File: config.mk
export PLATFORM = sky130hd
export DESIGN_NAME = flash_prog_seq
export DESIGN_NICKNAME = d
export VERILOG_FILES = /design/src/rtl/flash_prog_seq.sv
export SDC_FILE = /design/constraint.sdc
export NUM_CORES = 1
export LEC_CHECK = 0
export ABC_CLOCK_PERIOD_IN_PS = 6400
export BUFFER_PORTS_ARGS = -buffer_cell sky130_fd_sc_hd__buf_4
export CAP_MARGIN = 20
export CORE_MARGIN = 3
export CORE_UTILIZATION = 40
export DETAILED_ROUTE_END_ITERATION = 10
export SYNTH_ARGS = -nofsm -noshare
export SYNTH_HDL_FRONTEND = slang
export SYNTH_SLANG_ARGS = --single-unit
File: constraint.sdc
create_clock -name sys_clk -period 6.4 [get_ports sys_clk]
set_input_delay 0.64 -clock sys_clk [delete_from_list [all_inputs] [get_ports sys_clk]]
set_output_delay 0.64 -clock sys_clk [all_outputs]
set_load 0.005 [all_outputs]
File: src/rtl/flash_prog_seq.sv
// flash_prog_seq: one erase/program/verify transaction per request, issuing
// single commands to a byte-level SPI engine and checksumming the page.
module flash_prog_seq #(
  parameter int          ADDR_W     = 24,
  parameter int          LEN_W      = 9,
  parameter bit          ERASE_MODE = 1'b0,
  parameter logic [15:0] POLL_MAX   = 16'd50000,
  parameter bit          VERIFY_EN  = 1'b1
) (
  input  logic              sys_clk,
  input  logic              sys_rst_n,
  input  logic              op_start,
  input  logic [ADDR_W-1:0] op_addr,
  input  logic [LEN_W-1:0]  op_len,
  output logic              busy,
  output logic              done,
  output logic [1:0]        err,
  output logic              spi_start,
  output logic [7:0]        spi_cmd,
  output logic [ADDR_W-1:0] spi_addr,
  output logic [LEN_W-1:0]  spi_len,
  input  logic              spi_done,
  input  logic              w_data_req,
  input  logic [7:0]        src_data,
  output logic              src_rd,
  output logic [7:0]        spi_wdata,
  input  logic [7:0]        spi_rdata,
  input  logic              spi_rvalid
);
  typedef enum logic [3:0] {IDLE, WREN1, ERASE, POLL1, WREN2, PROG, POLL2, READ, CHECK, FIN} state_t;
  state_t state, nxt;
  logic pend, wip_q, wip, is_poll, in_cmd, adv, again, timeout;
  logic [ADDR_W-1:0] addr_q, n_addr;
  logic [LEN_W-1:0] len_q, n_len;
  logic [15:0] cnt;
  logic [16:0] cnt_inc;
  logic [7:0] wsum, rsum, n_cmd;
  assign src_rd  = state == PROG && w_data_req;
  assign is_poll = state == POLL1 || state == POLL2;
  assign in_cmd  = state inside {WREN1, ERASE, POLL1, WREN2, PROG, POLL2, READ};
  assign wip     = spi_rvalid ? spi_rdata[0] : wip_q;
  assign cnt_inc = {1'b0, cnt} + 17'd1;
  assign again   = wip && cnt_inc < {1'b0, POLL_MAX};
  assign timeout = wip && !again;
  // pend marks the entry cycle; completions are only honoured once the launch is out
  assign adv = state == IDLE ? op_start : (state == CHECK || state == FIN) ? 1'b1 : in_cmd && spi_done && !pend;
  always_comb begin
    nxt = IDLE;
    case (state)
      IDLE:    nxt = WREN1;
      WREN1:   nxt = ERASE;
      ERASE:   nxt = POLL1;
      POLL1:   nxt = again ? POLL1 : (timeout || len_q == '0) ? FIN : WREN2;
      WREN2:   nxt = PROG;
      PROG:    nxt = POLL2;
      POLL2:   nxt = again ? POLL2 : (timeout || !VERIFY_EN) ? FIN : READ;
      READ:    nxt = CHECK;
      CHECK:   nxt = FIN;
      default: nxt = IDLE;
    endcase
  end
  assign n_cmd = (nxt == WREN1 || nxt == WREN2) ? 8'h06 :
                 nxt == ERASE ? (ERASE_MODE ? 8'hC7 : 8'hD8) :
                 (nxt == POLL1 || nxt == POLL2) ? 8'h05 :
                 nxt == PROG ? 8'h02 : nxt == READ ? 8'h03 : 8'h00;
  assign n_addr = (nxt == PROG || nxt == READ || (nxt == ERASE && !ERASE_MODE)) ? addr_q : '0;
  assign n_len  = (nxt == PROG || nxt == READ) ? len_q : (nxt == POLL1 || nxt == POLL2) ? LEN_W'(1) : '0;
  always_ff @(posedge sys_clk or negedge sys_rst_n) begin
    if (!sys_rst_n) begin
      state     <= IDLE;
      pend      <= 1'b0;
      busy      <= 1'b0;
      done      <= 1'b0;
      err       <= 2'd0;
      spi_start <= 1'b0;
      spi_cmd   <= 8'h00;
      spi_addr  <= '0;
      spi_len   <= '0;
      spi_wdata <= 8'h00;
      addr_q    <= '0;
      len_q     <= '0;
      cnt       <= '0;
      wip_q     <= 1'b0;
      wsum      <= 8'h00;
      rsum      <= 8'h00;
    end else begin
      spi_start <= pend;
      pend      <= 1'b0;
      done      <= 1'b0;
      if (src_rd) begin
        spi_wdata <= src_data;
        wsum      <= wsum + src_data;
      end
      if (state == READ && spi_rvalid) rsum <= rsum + spi_rdata;
      if (is_poll && spi_rvalid) wip_q <= spi_rdata[0];
      if (adv) begin
        state    <= nxt;
        pend     <= nxt inside {WREN1, ERASE, POLL1, WREN2, PROG, POLL2, READ};
        spi_cmd  <= n_cmd;
        spi_addr <= n_addr;
        spi_len  <= n_len;
        cnt      <= (is_poll && again) ? cnt_inc[15:0] : '0;
        if (nxt == FIN) begin
          done <= 1'b1;
          busy <= 1'b0;
        end
        if (is_poll && timeout) err <= 2'd1;
        if (state == CHECK) err <= rsum != wsum ? 2'd2 : 2'd0;
        if (state == IDLE) begin
          busy   <= 1'b1;
          addr_q <= op_addr;
          len_q  <= op_len;
          err    <= 2'd0;
          wsum   <= 8'h00;
          rsum   <= 8'h00;
        end
      end
    end
  end
endmodule

==> flow_metrics.tcl <==
set metrics [dict create \
    syn_nets 736 \
    cp_slowest_stage_delay_ns 0.60 \
    p_switching_mw 1.36 \
    max_cap_violations 0 \
    htree_levels 4 \
    fmax_mhz 288 \
    synth_common_cells "nand2_1, dfrtp_1, a21oi_1" \
    ys.warnings.count 0 \
    p_int_mw 2.38 \
    syn_area_um2 6430 \
    required_ns 5.76 \
    wl_per_cell_um 15.8 \
    crit_buf_inv 3 \
    syn_to_final_growth_pct 23.6 \
    grt_max_degree 63 \
    place_ws_ns 3.11 \
    post_cts_buffers 0 \
    p_leak_nw 3.64 \
    clk_pin_slew_worst_paths_ns 0.06 \
    grt_pass1_wl_um 25800 \
    portBuffers 108 \
    grt_pass1_vias 5151 \
    synth_top_area_share_pct 47.1 \
    r2r_cells 8 \
    routed_via_density 5.31 \
    crit_arrival_ns 2.84 \
    hold_buffers 0 \
    gp_congestion 0.892 \
    synth_edf_count 0 \
    io_pins 110 \
    hold_violations 0 \
    dr.pass1.iters 5 \
    die_area_um2 17600 \
    clockRootBuffer "clkbuf_16" \
    switching_share_pct 36.3 \
    critical_path.top_delay_family "buffers and inverters" \
    synth-seq-cells 121 \
    vias 5170 \
    core_um2 15500 \
    yosysMostFrequentCell "nand2_1" \
    insertion_delay_ns 0.41 \
    fin_skew_ns 0.0131 \
    slowest_stage "inv_1" \
    comb_power_share_pct 39.0 \
    rows 45 \
    grt_usage_pct 17.9 \
    yosys_most_used_dff "dfrtp_1" \
    fin_ws_ns 2.92 \
    worstMarginPinSlew_ns 0.977 \
    chipHeight_um 133 \
    yosys-top-cells-area "dfrtp_1, nand2_1, mux2_2" \
    dp_hpwl_um 10600 \
    antenna_left 0 \
    die_w_um 133 \
    finalCritPeriodShare_pct 54.3 \
    post_cts_resized 0 \
    route.detailed.drc 0 \
    drive_gt1_share_pct 26.8 \
    worst-setup-path-type "register to output port" \
    numCtsBuffers 17 \
    drtIter0Drc 367 \
    drv_slew 0 \
    synth.avg_cell_area_um2 9.68 \
    power_density_nw_per_um2 470 \
    hold_ws_ns 0.301 \
    setup_viol 0 \
    max_slew_margin_pct 34.6 \
    post-route-min-period_ns 3.48 \
    clock-sinks 121 \
    ir_worst_vdd_mv 0.259 \
    syn-instance-count 664 \
    path_common_cell "inv_1" \
    setup_tns_ns 0 \
    fin_nets 822 \
    ys_seq_area_share_pct 47.1 \
    p_clk_share_pct 26.4 \
    crit_fanout 18 \
    pwr-share-seq_pct 34.6 \
    path_depth 5 \
    antenna_cells 0 \
    startpoint_type "register" \
    synth_cell_types 72 \
    totalWireLength_um 15300 \
    initial_core_util_pct 41.5 \
    gr-total-overflow 0 \
    cts_tree "yes" \
    antenna_found_initial 0 \
    num-fill-cells 1410 \
    synth_area_leader_cell "dfrtp_1" \
    end_kind "output port" \
    rsz0062_at_grt "no" \
    cp_cell_sequence "inv_1 > nor2_1 > nand3_1 > inv_1 > buf_4" \
    hp-class "input port to async pin" \
    async_flop_share_pct 100 \
    cts.path.max_buffers 2 \
    status "finished, final reports clean" \
]
## registers in the layout, indices dropped and copies added, names as in the netlist, 8 cells and up
register   flops
addr_q        24
cnt           16
len_q          9
rsum           8
spi_addr      24
spi_len        9
spi_wdata      8
wsum           8
## layout by cell type, fill, tap and decap left out, drive strengths merged, types with 3 or more instances in the layout
cell	n
nor3	7
nor4	9
o31ai	6
nor2b	6
clkbuf	21
o21bai	5
nand3	17
o22ai	10
nor2	27
mux2	34
a211oi	3
clkinv	3
mux2i	11
nand2b	3
a31oi	15
xor2	9
buf	112
or4	4
nand2	130
ha	15
o21ai	27
a21o	5
nand4	13
or3	7
a21oi	55
bufinv	3
xnor2	10
a32oi	4
inv	23
and3	6
and2	3
dfrtp	121
## worst reg2reg max path, delay by kind of cell, from the launching register on
family | cells | cell delay (ns)
AOI/OAI and AO/OA | 2 | 0.84
adders and majority gates | 1 | 0.37
DFF | 1 | 0.47
and+or+nand+nor | 5 | 1.56
## metrics by stage
stage | cells | utilization, % | cell area (µm²) | power, mW
finish | 973 | 51.3 | 7940 | 3.73
global route | 973 | 51.3 | 7940 | 4.02
CTS | 972 | 51.2 | 7920 | 3.78
detailed placement | 941 | 47.2 | 7310 | 2.77
global placement | 941 | 47.2 | 7310 | 2.72
floorplan | 664 | - | 6430 | 2.28
## routing by layer
layer  part of all wire (%)  global-route usage [%]  wire [µm]
met5                      0                       0          0
met4                    1.1                    5.37        172
met3                    5.9                    5.51        903
met2                     48                    28.6       7300
met1                     45                    23.5       6970
## power groups by stage
stage                     clock (mW)  combinational (mW)  sequential [mW]
final                          0.986                1.45             1.29
after detailed placement           0                1.46             1.30
after floorplan                    0                1.05             1.23
after CTS                       1.01                1.47             1.29
after global routing            1.05                1.63             1.34
after global placement             0                1.43             1.29
## path summary, 6_finish.rpt
| kind | to | slack [ns] | start |
|---|---|---|---|
| setup / recovery | src_rd | 2.92 | state[0] |
| hold / removal | addr_q[1] | 0.30 | sys_rst_n |
| setup reg to reg | cnt[13] | 3.07 | cnt[0] |
| hold reg to reg | spi_start | 0.38 | pend |
| max in group asynchronous | spi_addr[9] | 4.77 | sys_rst_n |
| min in group sys_clk | spi_start | 0.38 | pend |
## layout make-up
class | count | area [µm²] | share of cell area [%]
sequential | 121 | 3030 | 38.1
multi-input combinational | 477 | 3110 | 39.1
tap | 211 | 264 | 3.32
clock buffer | 21 | 470 | 5.92
inverter | 21 | 78.8 | 0.993
timing repair buffer | 112 | 853 | 10.7
clock inverter | 10 | 141 | 1.78
## kinds of logic after synthesis
group                      count (synthesis)  synth area share (%)
DFF                                      121                  47.1
other                                      1                0.0584
adders and majority gates                 17                  3.54
xor gates and xnor gates                  19                  2.59
buffers and inverters                     66                  4.81
muxes                                     45                  7.67
AOI/OAI and AO/OA                        153                  16.2
and+or+nand+nor                          242                  18.0
Power figures use the tool's default switching activity.
